**src/rtl/mips_isa_pkg.sv**
```systemverilog
// MIPS ISA constants, field widths and loader FSM encoding shared by the
// instruction encoder/loader and its field packer.
package mips_isa_pkg;

  localparam int OP_W    = 6;
  localparam int REG_W   = 5;
  localparam int SHAMT_W = 5;
  localparam int FUNCT_W = 6;
  localparam int IMM_W   = 16;
  localparam int WORD_W  = 32;

  localparam logic [OP_W-1:0] R_TYPE = 6'h00;
  localparam logic [OP_W-1:0] ADDI   = 6'h08;
  localparam logic [OP_W-1:0] ORI    = 6'h0d;
  localparam logic [OP_W-1:0] ANDI   = 6'h0c;
  localparam logic [OP_W-1:0] LUI    = 6'h0f;
  localparam logic [OP_W-1:0] SW     = 6'h2b;
  localparam logic [OP_W-1:0] LW     = 6'h23;

  typedef enum logic [1:0] {
    ST_IDLE = 2'd0,
    ST_LOAD = 2'd1,
    ST_DONE = 2'd2
  } state_e;

  function automatic logic is_legal_op(input logic [OP_W-1:0] op);
    case (op)
      R_TYPE, ADDI, ORI, ANDI, LUI, SW, LW: is_legal_op = 1'b1;
      default:                              is_legal_op = 1'b0;
    endcase
  endfunction

endpackage

```
**src/rtl/instr_encoder_loader_if.sv**
```systemverilog
// Field-input handshake, instruction-memory write port and session status
// of the instruction encoder/loader.
interface instr_encoder_loader_if #(
  parameter int CNT_WIDTH = 7
);
  import mips_isa_pkg::*;

  logic                 start_i;
  logic                 in_valid_i;
  logic                 in_ready_o;
  logic                 last_i;
  logic [OP_W-1:0]      opcode_i;
  logic [REG_W-1:0]     rs_i;
  logic [REG_W-1:0]     rt_i;
  logic [REG_W-1:0]     rd_i;
  logic [SHAMT_W-1:0]   shamt_i;
  logic [FUNCT_W-1:0]   funct_i;
  logic [IMM_W-1:0]     imm_i;
  logic                 wr_en_o;
  logic [31:0]          wr_addr_o;
  logic [WORD_W-1:0]    wr_data_o;
  logic [CNT_WIDTH-1:0] count_o;
  logic                 busy_o;
  logic                 done_o;
  logic                 full_o;
  logic                 err_o;

  modport master (
    output start_i, in_valid_i, last_i, opcode_i, rs_i, rt_i, rd_i, shamt_i, funct_i, imm_i,
    input  in_ready_o, wr_en_o, wr_addr_o, wr_data_o, count_o, busy_o, done_o, full_o, err_o
  );

  modport slave (
    input  start_i, in_valid_i, last_i, opcode_i, rs_i, rt_i, rd_i, shamt_i, funct_i, imm_i,
    output in_ready_o, wr_en_o, wr_addr_o, wr_data_o, count_o, busy_o, done_o, full_o, err_o
  );

endinterface

```
**src/rtl/instr_field_packer.sv**
```systemverilog
// Combinational MIPS field packer: returns the encoded word and a legal flag;
// illegal opcodes encode as 32'h0000_0000 (sll $0,$0,0).
module instr_field_packer
  import mips_isa_pkg::*;
(
  input  logic [OP_W-1:0]    i_opcode,
  input  logic [REG_W-1:0]   i_rs,
  input  logic [REG_W-1:0]   i_rt,
  input  logic [REG_W-1:0]   i_rd,
  input  logic [SHAMT_W-1:0] i_shamt,
  input  logic [FUNCT_W-1:0] i_funct,
  input  logic [IMM_W-1:0]   i_imm,
  output logic [WORD_W-1:0]  o_word,
  output logic               o_legal
);

  // Format selection by opcode; LUI has no rs source so that field is zeroed.
  always_comb begin
    o_legal = is_legal_op(i_opcode);
    o_word  = 32'h0000_0000;
    if (o_legal) begin
      case (i_opcode)
        R_TYPE:  o_word = {i_opcode, i_rs, i_rt, i_rd, i_shamt, i_funct};
        LUI:     o_word = {i_opcode, 5'b00000, i_rt, i_imm};
        default: o_word = {i_opcode, i_rs, i_rt, i_imm};
      endcase
    end else begin
      o_word = 32'h0000_0000;
    end
  end

endmodule

```
**src/rtl/instr_encoder_loader.sv**
```systemverilog
// Encodes MIPS field sets and writes legal words to consecutive instruction
// memory addresses. ENCODER_ILLEGAL_NOP_EN: illegal opcodes write a NOP instead of being dropped.
module instr_encoder_loader
  import mips_isa_pkg::*;
#(
  parameter int          DEPTH     = 64,
  parameter logic [31:0] BASE_ADDR = 32'h0040_0000,
  parameter int          CNT_WIDTH = 7
) (
  input  logic                  clk,
  input  logic                  reset,
  instr_encoder_loader_if.slave bus
);

  localparam logic [CNT_WIDTH-1:0] L_DEPTH    = CNT_WIDTH'(DEPTH);
  localparam logic [CNT_WIDTH-1:0] L_LAST_IDX = CNT_WIDTH'(DEPTH - 1);

  state_e               r_state;
  state_e               w_state_nxt;
  logic [CNT_WIDTH-1:0] r_count;
  logic                 r_wr_en;
  logic [31:0]          r_wr_addr;
  logic [WORD_W-1:0]    r_wr_data;
  logic                 r_err;
  logic                 r_done;
  logic                 r_full;

  logic [WORD_W-1:0]    w_word;
  logic                 w_legal;
  logic                 w_ready;
  logic                 w_hs;
  logic                 w_do_write;
  logic                 w_cnt_hit;
  logic                 w_finish;
  logic                 w_clear;
  logic [31:0]          w_addr;

  instr_field_packer u_packer (
    .i_opcode (bus.opcode_i),
    .i_rs     (bus.rs_i),
    .i_rt     (bus.rt_i),
    .i_rd     (bus.rd_i),
    .i_shamt  (bus.shamt_i),
    .i_funct  (bus.funct_i),
    .i_imm    (bus.imm_i),
    .o_word   (w_word),
    .o_legal  (w_legal)
  );

  // Count advances at the handshake edge, so no separate pending-write term is needed.
  assign w_ready = (r_state == ST_LOAD) && (r_count < L_DEPTH);
  assign w_hs    = bus.in_valid_i && w_ready;
`ifdef ENCODER_ILLEGAL_NOP_EN
  assign w_do_write = w_hs;
`else
  assign w_do_write = w_hs && w_legal;
`endif
  assign w_cnt_hit = w_do_write && (r_count == L_LAST_IDX);
  assign w_finish  = w_hs && (bus.last_i || w_cnt_hit);
  assign w_addr    = BASE_ADDR + 32'({r_count, 2'b00});

  // Next state: start opens a session from IDLE or DONE; last or full closes it.
  always_comb begin
    w_state_nxt = r_state;
    w_clear     = 1'b0;
    case (r_state)
      ST_IDLE, ST_DONE: begin
        if (bus.start_i) begin
          w_state_nxt = ST_LOAD;
          w_clear     = 1'b1;
        end else begin
          w_state_nxt = r_state;
          w_clear     = 1'b0;
        end
      end
      ST_LOAD: begin
        if (w_finish) begin
          w_state_nxt = ST_DONE;
        end else begin
          w_state_nxt = ST_LOAD;
        end
      end
      default: w_state_nxt = ST_IDLE;
    endcase
  end

  // State, write port and sticky session flags.
  always_ff @(posedge clk) begin
    if (!reset) begin
      r_state   <= ST_IDLE;
      r_count   <= '0;
      r_wr_en   <= 1'b0;
      r_wr_addr <= 32'h0000_0000;
      r_wr_data <= 32'h0000_0000;
      r_err     <= 1'b0;
      r_done    <= 1'b0;
      r_full    <= 1'b0;
    end else begin
      r_state <= w_state_nxt;
      r_wr_en <= w_do_write;
      if (w_do_write) begin
        r_wr_addr <= w_addr;
        r_wr_data <= w_word;
      end
      if (w_clear) begin
        r_count <= '0;
        r_err   <= 1'b0;
        r_done  <= 1'b0;
        r_full  <= 1'b0;
      end else begin
        if (w_do_write)          r_count <= r_count + CNT_WIDTH'(1);
        if (w_hs && !w_legal)    r_err   <= 1'b1;
        if (w_finish)            r_done  <= 1'b1;
        if (w_cnt_hit)           r_full  <= 1'b1;
      end
    end
  end

  assign bus.in_ready_o = w_ready;
  assign bus.wr_en_o    = r_wr_en;
  assign bus.wr_addr_o  = r_wr_addr;
  assign bus.wr_data_o  = r_wr_data;
  assign bus.count_o    = r_count;
  assign bus.busy_o     = (r_state == ST_LOAD);
  assign bus.done_o     = r_done;
  assign bus.full_o     = r_full;
  assign bus.err_o      = r_err;

endmodule

```
**src/flat_wrapper.sv**
```systemverilog
// flat-port wrapper written by rule: the top's interface ports become plain ports
module instr_encoder_loader_flat import mips_isa_pkg::*;
#(
  parameter int          DEPTH     = 64,
  parameter logic [31:0] BASE_ADDR = 32'h0040_0000,
  parameter int          CNT_WIDTH = 7
)
  (clk, reset, bus_start_i, bus_in_valid_i, bus_last_i, bus_opcode_i, bus_rs_i, bus_rt_i, bus_rd_i, bus_shamt_i, bus_funct_i, bus_imm_i, bus_in_ready_o, bus_wr_en_o, bus_wr_addr_o, bus_wr_data_o, bus_count_o, bus_busy_o, bus_done_o, bus_full_o, bus_err_o);
  instr_encoder_loader_if #(.CNT_WIDTH(CNT_WIDTH)) bus_i ();
  input  logic clk;
  input  logic reset;
  input wire logic [$bits(bus_i.start_i)-1:0] bus_start_i;
  input wire logic [$bits(bus_i.in_valid_i)-1:0] bus_in_valid_i;
  input wire logic [$bits(bus_i.last_i)-1:0] bus_last_i;
  input wire logic [$bits(bus_i.opcode_i)-1:0] bus_opcode_i;
  input wire logic [$bits(bus_i.rs_i)-1:0] bus_rs_i;
  input wire logic [$bits(bus_i.rt_i)-1:0] bus_rt_i;
  input wire logic [$bits(bus_i.rd_i)-1:0] bus_rd_i;
  input wire logic [$bits(bus_i.shamt_i)-1:0] bus_shamt_i;
  input wire logic [$bits(bus_i.funct_i)-1:0] bus_funct_i;
  input wire logic [$bits(bus_i.imm_i)-1:0] bus_imm_i;
  output wire logic [$bits(bus_i.in_ready_o)-1:0] bus_in_ready_o;
  output wire logic [$bits(bus_i.wr_en_o)-1:0] bus_wr_en_o;
  output wire logic [$bits(bus_i.wr_addr_o)-1:0] bus_wr_addr_o;
  output wire logic [$bits(bus_i.wr_data_o)-1:0] bus_wr_data_o;
  output wire logic [$bits(bus_i.count_o)-1:0] bus_count_o;
  output wire logic [$bits(bus_i.busy_o)-1:0] bus_busy_o;
  output wire logic [$bits(bus_i.done_o)-1:0] bus_done_o;
  output wire logic [$bits(bus_i.full_o)-1:0] bus_full_o;
  output wire logic [$bits(bus_i.err_o)-1:0] bus_err_o;
  assign bus_i.start_i = bus_start_i;
  assign bus_i.in_valid_i = bus_in_valid_i;
  assign bus_i.last_i = bus_last_i;
  assign bus_i.opcode_i = bus_opcode_i;
  assign bus_i.rs_i = bus_rs_i;
  assign bus_i.rt_i = bus_rt_i;
  assign bus_i.rd_i = bus_rd_i;
  assign bus_i.shamt_i = bus_shamt_i;
  assign bus_i.funct_i = bus_funct_i;
  assign bus_i.imm_i = bus_imm_i;
  assign bus_in_ready_o = bus_i.in_ready_o;
  assign bus_wr_en_o = bus_i.wr_en_o;
  assign bus_wr_addr_o = bus_i.wr_addr_o;
  assign bus_wr_data_o = bus_i.wr_data_o;
  assign bus_count_o = bus_i.count_o;
  assign bus_busy_o = bus_i.busy_o;
  assign bus_done_o = bus_i.done_o;
  assign bus_full_o = bus_i.full_o;
  assign bus_err_o = bus_i.err_o;
  instr_encoder_loader #(.DEPTH(DEPTH), .BASE_ADDR(BASE_ADDR), .CNT_WIDTH(CNT_WIDTH)) u_core (.clk(clk), .reset(reset), .bus(bus_i));
endmodule
```
**config.mk**
```make
export PLATFORM = sky130hd
export DESIGN_NAME = instr_encoder_loader_flat
export DESIGN_NICKNAME = d
export VERILOG_FILES = /design/src/rtl/mips_isa_pkg.sv /design/src/rtl/instr_encoder_loader_if.sv /design/src/rtl/instr_field_packer.sv /design/src/rtl/instr_encoder_loader.sv /design/src/flat_wrapper.sv
export SDC_FILE = /design/constraint.sdc
export NUM_CORES = 1
export LEC_CHECK = 0
export ABC_AREA = 1
export CAP_MARGIN = 10
export CORE_MARGIN = 4
export CORE_UTILIZATION = 39
export CTS_CLUSTER_DIAMETER = 200
export CTS_CLUSTER_SIZE = 25
export DETAILED_ROUTE_END_ITERATION = 10
export PLACE_DENSITY = 0.8
export SETUP_SLACK_MARGIN = 0.2
export SLEW_MARGIN = 20
export SYNTH_ARGS = -nofsm -noshare
export SYNTH_HDL_FRONTEND = slang
export SYNTH_SLANG_ARGS = --single-unit
```
**constraint.sdc**
```tcl
create_clock -name clk -period 2.1 [get_ports clk]
set_clock_uncertainty 0.2 [all_clocks]
set_input_delay 0.21 -clock clk [delete_from_list [all_inputs] [get_ports clk]]
set_output_delay 0.21 -clock clk [all_outputs]
set_load 0.01 [all_outputs]
```
==> run metrics, run 1 <==
Pint=0.001426 W; min-delay worst type=flop to flop; clock network fraction of total power=30.6%; via count of the first global-routing pass=approximately 2.1k; final worst-path cycle share=86.02%; leakage component of the power=1.467 nW; number of buffers created by CTS=5; data required time of the critical path=1.69 ns; capture point of the critical path=bus_count_o[3]; number of rows in the core area=28; CTS-repair resized insts=0; crit path max fanout=8; GR Util All Layers=15.94%; Unique masters post-synth=29; class of the most critical setup path=flop to output pin; TritonCTS sink count=53; data arrival at the endpoint of the critical path=1.40 ns; total vias in the final route=2176; worst-case clock buffer depth=2; cell depth of the worst flop-to-flop path=8; number of I/O pins=130; setup repair after global routing missed its margin=no; area of the mapped netlist=0.002449 mm^2; Critical path origin=u_core.bus.count_o[3]; number of routed nets with antenna violations=0; element type at the critical path start=flop; GR Util met3=6.528%; vertical die dimension=87.24 um; worst-case setup slack after placement=0.09025 ns; CP endpoint kind=output pin; Layout Area Growth over Synthesis=45.94%; biggest area consumer among synthesized cells=dfxtp_1; total negative setup slack=0 ns; switching power of the nets=0.0004149 W; number of search-and-repair iterations in the first detailed-routing pass=4; Final Worst Setup Slack=0.2935 ns; horizontal die dimension=87.24 um; gp weighted congestion=roughly 0.82; Critical path buffers and inverters=1; maximum single-stage delay on the critical path=between 0.6 and 0.7 ns; number of max-slew violations in the final report=0; Starting Density=40.87%; cell area power density=515.1 mW/mm^2; GRT Residual Overflow=0; hold_buf cts=0; met1 demand-to-capacity share in global routing=18.67%; DRC violation count after routing=0; critical register-to-register path endpoint=u_core.r_state[0]; combinational cell fraction of total power=between 10% and 20%; reported max-cap violation count=0; Routed Wire Length=~6 mm; start of the worst register-to-register path=u_core.bus.count_o[1]; TritonCTS clock tree=yes; routing usage on met2=approximately 27%; share of total power in sequential cells=between 50 and 60%; Yosys warnings=0; flop and latch count out of synthesis=53; Post-CTS Setup Inserts=0; average wire per cell in the routed design=approximately 13 um; maximum clock frequency=553.6 MHz; gate count of the mapped netlist=299; area enclosed by the die boundary=0.007610 mm^2; CP max stage cell=clkdlybuf4s50_1; clock period minus final worst setup slack=1.806 ns; share of layout cells above drive strength 1=10.15%; initial antenna violation count=0; fraction of post-synthesis cell area in the top cell type by area=a little over two fifths; net total in the final layout=458; DP HPWL=4.820 mm; Port Buf Inserts=105; placeable core region=between 0.005 and 0.006 mm^2; dominant cells by area after synthesis=dfxtp_1 (43%), nor2_1 (8.7%), buf_4 (8.6%), mux2_2 (7.4%), o21ai_0 (5.7%); total inserted antenna cells=0; logic depth of the worst setup path including buffers=1; Worst-path clk slew=0.09 ns; Max rail drop VDD=319.3 uV; wire length of the first global-routing pass=9.577 mm; via count normalized by instance count=4.543; mean instance size in the synthesized netlist=8.189 um^2; number of violations reported at the end of detailed-routing iteration 0=101; most heavily used metal layer in global routing=met2; switching part of the total=22.54%; number of endpoints with negative hold slack in the final report=0; cell at the root of the clock tree=clkbuf_8; reg2reg setup slack=0.45 ns; cell-by-cell trace of the critical path=clkdlybuf4s50_1; result of the run=finished, final reports clean; Worst Hold Slack=0.2483 ns; CTS HTree Levels=2; Clock Latency Late Sink=0.29 ns; pin count of the biggest net entering global routing=22; part of the Yosys area used for sequential elements=between 40% and 50%; gate family responsible for the most delay along the worst path=buffers and inverters; # setup viols final=0
[Yosys cell counts, drive strengths merged]
cell type / count
nand3b: 1
nand3: 17
nor3: 2
and2: 1
nor2: 61
nand4: 3
dfxtp: 53
conb: 1
a211oi: 1
and3: 1
nand2: 32
a21oi: 19
mux2: 16
o21ai: 32
clkbuf: 5
buf: 33
inv: 18
ha: 1
xor2: 2
[logic make-up after synthesis]
family,synth area share (%)
other,0.1531
buffers and inverters,14.87
xor gates and xnor gates,0.7155
AOI/OAI and AO/OA,10.73
and+or+nand+nor,22.33
DFF,43.33
muxes,7.358
adders and majority gates,0.5109
[metrics by stage]
step,cells,total power (W),instance area [um^2],utilization (%)
after detailed placement,472,0.001301,3483,58.15
after global placement,472,0.001298,3483,58.15
after global routing,479,0.001928,3573,59.65
final,479,0.001841,3573,59.65
after floorplan,322,0.001186,2535,-
after CTS,479,0.001860,3570,59.59
[worst min-delay path by stage]
stage / startpoint / end / cells after the start
global route: bus_rs_i[3] / u_core.bus.wr_data_o[24] / 3
floorplan: bus_rs_i[0] / u_core.bus.wr_data_o[21] / 2
detailed placement: u_core.bus.wr_data_o[30] / u_core.bus.wr_data_o[30] / 2
finish: u_core.bus.wr_data_o[30] / u_core.bus.wr_data_o[30] / 2
global placement: u_core.bus.wr_data_o[30] / u_core.bus.wr_data_o[30] / 2
CTS: u_core.bus.wr_data_o[30] / u_core.bus.wr_data_o[30] / 2
[per-layer routing]
layer  wire (um)  up-vias
li1            -     1132
met1        2441      958
met2        2884       80
met3         632        6
met4          47        0
met5           0        -
[power by group through the flow]
stage | Combinational (W) | Clock, W | Sequential (W)
after floorplan | 0.000133 | 0 | 0.00105
after global placement | 0.000250 | 0 | 0.00105
after detailed placement | 0.000253 | 0 | 0.00105
after CTS | 0.000254 | 0.000582 | 0.00102
after global routing | 0.000275 | 0.000626 | 0.00103
final | 0.000252 | 0.000564 | 0.00102
[layout by cell type, fill, tap and decap left out, types with 3 or more instances in the layout]
master	count
buf_12	3
nand3_1	15
a21oi_1	19
dfxtp_1	52
mux2_2	16
o21ai_1	4
conb_1	24
clkbuf_8	6
clkdlybuf4s50_1	104
inv_1	16
o21ai_0	28
nand4_1	3
buf_4	5
nand2_1	31
nor2_1	57
[flip-flops by register name, summed over array words and instances, names as in the netlist]
register              cells
u_core.bus.wr_addr_o      8
u_core.bus.full_o         1
u_core.r_state            2
u_core.bus.err_o          1
u_core.bus.wr_data_o     32
u_core.bus.wr_en_o        1
u_core.bus.count_o        7
u_core.bus.done_o         1
[layout make-up]
cell class	instances	area, um^2
Tap cell	75	93.84
Clock buffer	7	86.33
Sequential cell	53	1062
Inverter	18	70.07
Fill cell	553	2417
Timing Repair Buffer	113	1151
Multi-Input combinational cell	213	1110
Note: power is estimated with default switching activity, not from simulation.
==> inputs of run 2 (changes only) <==
--- a/config.mk
+++ b/config.mk
@@ -12,7 +12,7 @@
 export CTS_CLUSTER_DIAMETER = 200
 export CTS_CLUSTER_SIZE = 25
 export DETAILED_ROUTE_END_ITERATION = 10
-export PLACE_DENSITY = 0.8
+export PLACE_DENSITY = 0.78
 export SETUP_SLACK_MARGIN = 0.2
 export SLEW_MARGIN = 20
 export SYNTH_ARGS = -nofsm -noshare
==> run metrics, run 2 (synthesis results as in run 1) <==
number of buffers created by CTS=5; share of total power in sequential cells=a little over half; via count normalized by instance count=approximately 4.7; reported max-cap violation count=0; worst hold path endpoint=u_core.bus.wr_data_o[30]; data arrival at the endpoint of the critical path=1.38 ns; switching part of the total=21.80%; number of violations reported at the end of detailed-routing iteration 0=between 50 and 60; Post-CTS Setup Inserts=0; number of endpoints with negative hold slack in the final report=0; via count of the first global-routing pass=between 2k and 2.5k; hold_buf cts=0; maximum clock frequency=557.8 MHz; setup repair after global routing missed its margin=yes; element type at the critical path start=flop; placeable core region=0.005991 mm^2; start of the worst register-to-register path=u_core.bus.count_o[0]; area enclosed by the die boundary=around 0.0076 mm^2; average wire per cell in the routed design=13.01 um; TritonCTS clock tree=yes; combinational cell fraction of total power=13.1%; leakage component of the power=roughly 1.5 nW; worst-case clock buffer depth=2; cell at the root of the clock tree=clkbuf_8; total vias in the final route=2244; non-filler cells, final=between 400 and 500; cell area power density=538.0 mW/mm^2; total negative setup slack=0 ns; DRC violation count after routing=0; GRT Residual Overflow=0; Inst Count DP=472; critical register-to-register path endpoint=u_core.r_state[0]; Clock Latency Late Sink=0.30 ns; data required time of the critical path=1.69 ns; worst hold path depth=2; horizontal die dimension=approximately 87 um; result of the run=finished, final reports clean; TritonCTS sink count=53; crit path max fanout=3; leading cell type in the layout, fill and taps excluded=clkdlybuf4s50_1; final worst-path cycle share=85.38%; Layout Area Growth over Synthesis=46.60%; gp weighted congestion=0.7684; pin count of the biggest net entering global routing=27; Routed Wire Length=about 6.2 mm; clock period minus final worst setup slack=1.793 ns; CTS HTree Levels=2; GR Util All Layers=16.47%; clock network fraction of total power=between 30% and 40%; # setup viols final=0; Starting Density=between 40% and 50%; top routing layer in use=met4; number of search-and-repair iterations in the first detailed-routing pass=4; DP HPWL=4.998 mm; reg2reg setup slack=0.42 ns; number of max-slew violations in the final report=0; Worst-path clk slew=about 0.09 ns; initial antenna violation count=0; CP endpoint kind=output pin; worst-case setup slack after placement=0.03040 ns; Pint=~0.0015 W; met2 routed wirelength=3.099 mm; flip-flop count of the largest register after layout=32; commonest cells after routing, fill and taps aside=clkdlybuf4s50_1 (104), nor2_1 (57), dfxtp_1 (53); share of layout cells above drive strength 1=between 10% and 20%; length of routed met3 wiring=between 600 and 700 um; WL met1=2.355 mm; cell depth of the worst flop-to-flop path=8; switching power of the nets=around 0.00042 W; class of the most critical setup path=flop to output pin; Final Worst Setup Slack=0.3071 ns; number of I/O pins=130; Max rail drop VDD=407.7 uV; total inserted antenna cells=0; Port Buf Inserts=105; number of rows in the core area=28; net total in the final layout=458; wire length of the first global-routing pass=9.832 mm; hold wc startpoint=u_core.bus.wr_data_o[30]; min-delay worst type=flop to flop; number of routed nets with antenna violations=0; vertical die dimension=87.24 um
run 2: changes by cell type in the layout (fill, tap and decap cells not counted):
cell	previous run	this run
clkinv_2	0	1
dfxtp_1	52	53
bufinv_16	0	1
clkbuf_8	6	5
o21ai_1	4	7
dfxtp_2	1	0
o21ai_0	28	25
clkbuf_1	1	0
run 2: timing repair:
action	in CTS	in global routing
setup endpoints to repair	0	4
endpoints found under the hold margin	0	0
resized for setup	0	4
run 2: final cells by class:
cell class / count / area [um^2]
inverters: 18 / 70.07
clock inverters: 2 / 35.03
flip-flops and latches: 53 / 1061
multi-input cells: 213 / 1110
well taps: 75 / 93.84
clock buffers: 5 / 68.82
fillers: 560 / 2401
repair buffers: 113 / 1151
run 2: through the flow:
step                      util, %  hold slack (ns)  power, W  cell area (um^2)
final                       59.92           0.2473  0.001931              3590
after global routing        59.92           0.2777  0.002026              3590
after CTS                   59.88           0.2526  0.001957              3587
after detailed placement    58.15           0.2428  0.001302              3483
after global placement      58.15           0.2325  0.001297              3483
after floorplan                 -           0.1413  0.001186              2535
run 2: how the worst max path moves through the flow:
stage	start	end	slack (ns)	cells past startpoint
finish	u_core.r_state[0]	bus_busy_o	0.31	3
floorplan	u_core.r_state[0]	u_core.bus.wr_data_o[19]	0.52	8
global placement	bus_opcode_i[5]	u_core.bus.count_o[4]	0.13	10
CTS	u_core.bus.count_o[6]	bus_in_ready_o	0.25	2
global route	bus_opcode_i[2]	u_core.bus.wr_addr_o[4]	0.20	11
detailed placement	bus_opcode_i[2]	u_core.bus.wr_data_o[21]	0.03	11
run 2: critical path, stage by stage, from the launching register on:
cell and delay [ns]:
dfxtp_1 0.33, inv_1 0.07, nor2_2 0.11, clkdlybuf4s50_1 0.57
run 2: power groups by stage:
stage | registers [W] | clock network [W] | logic (W)
floorplan | 0.00105 | 0 | 0.000133
global placement | 0.00105 | 0 | 0.000249
detailed placement | 0.00105 | 0 | 0.000253
CTS | 0.00103 | 0.000677 | 0.000254
global route | 0.00103 | 0.000723 | 0.000276
finish | 0.00102 | 0.000653 | 0.000253
run 2: layer usage:
layer	vias up	global-route usage [%]
li1	1129	-
met1	1018	18.65
met2	86	28.16
met3	11	6.339
met4	0	5.858
met5	-	0
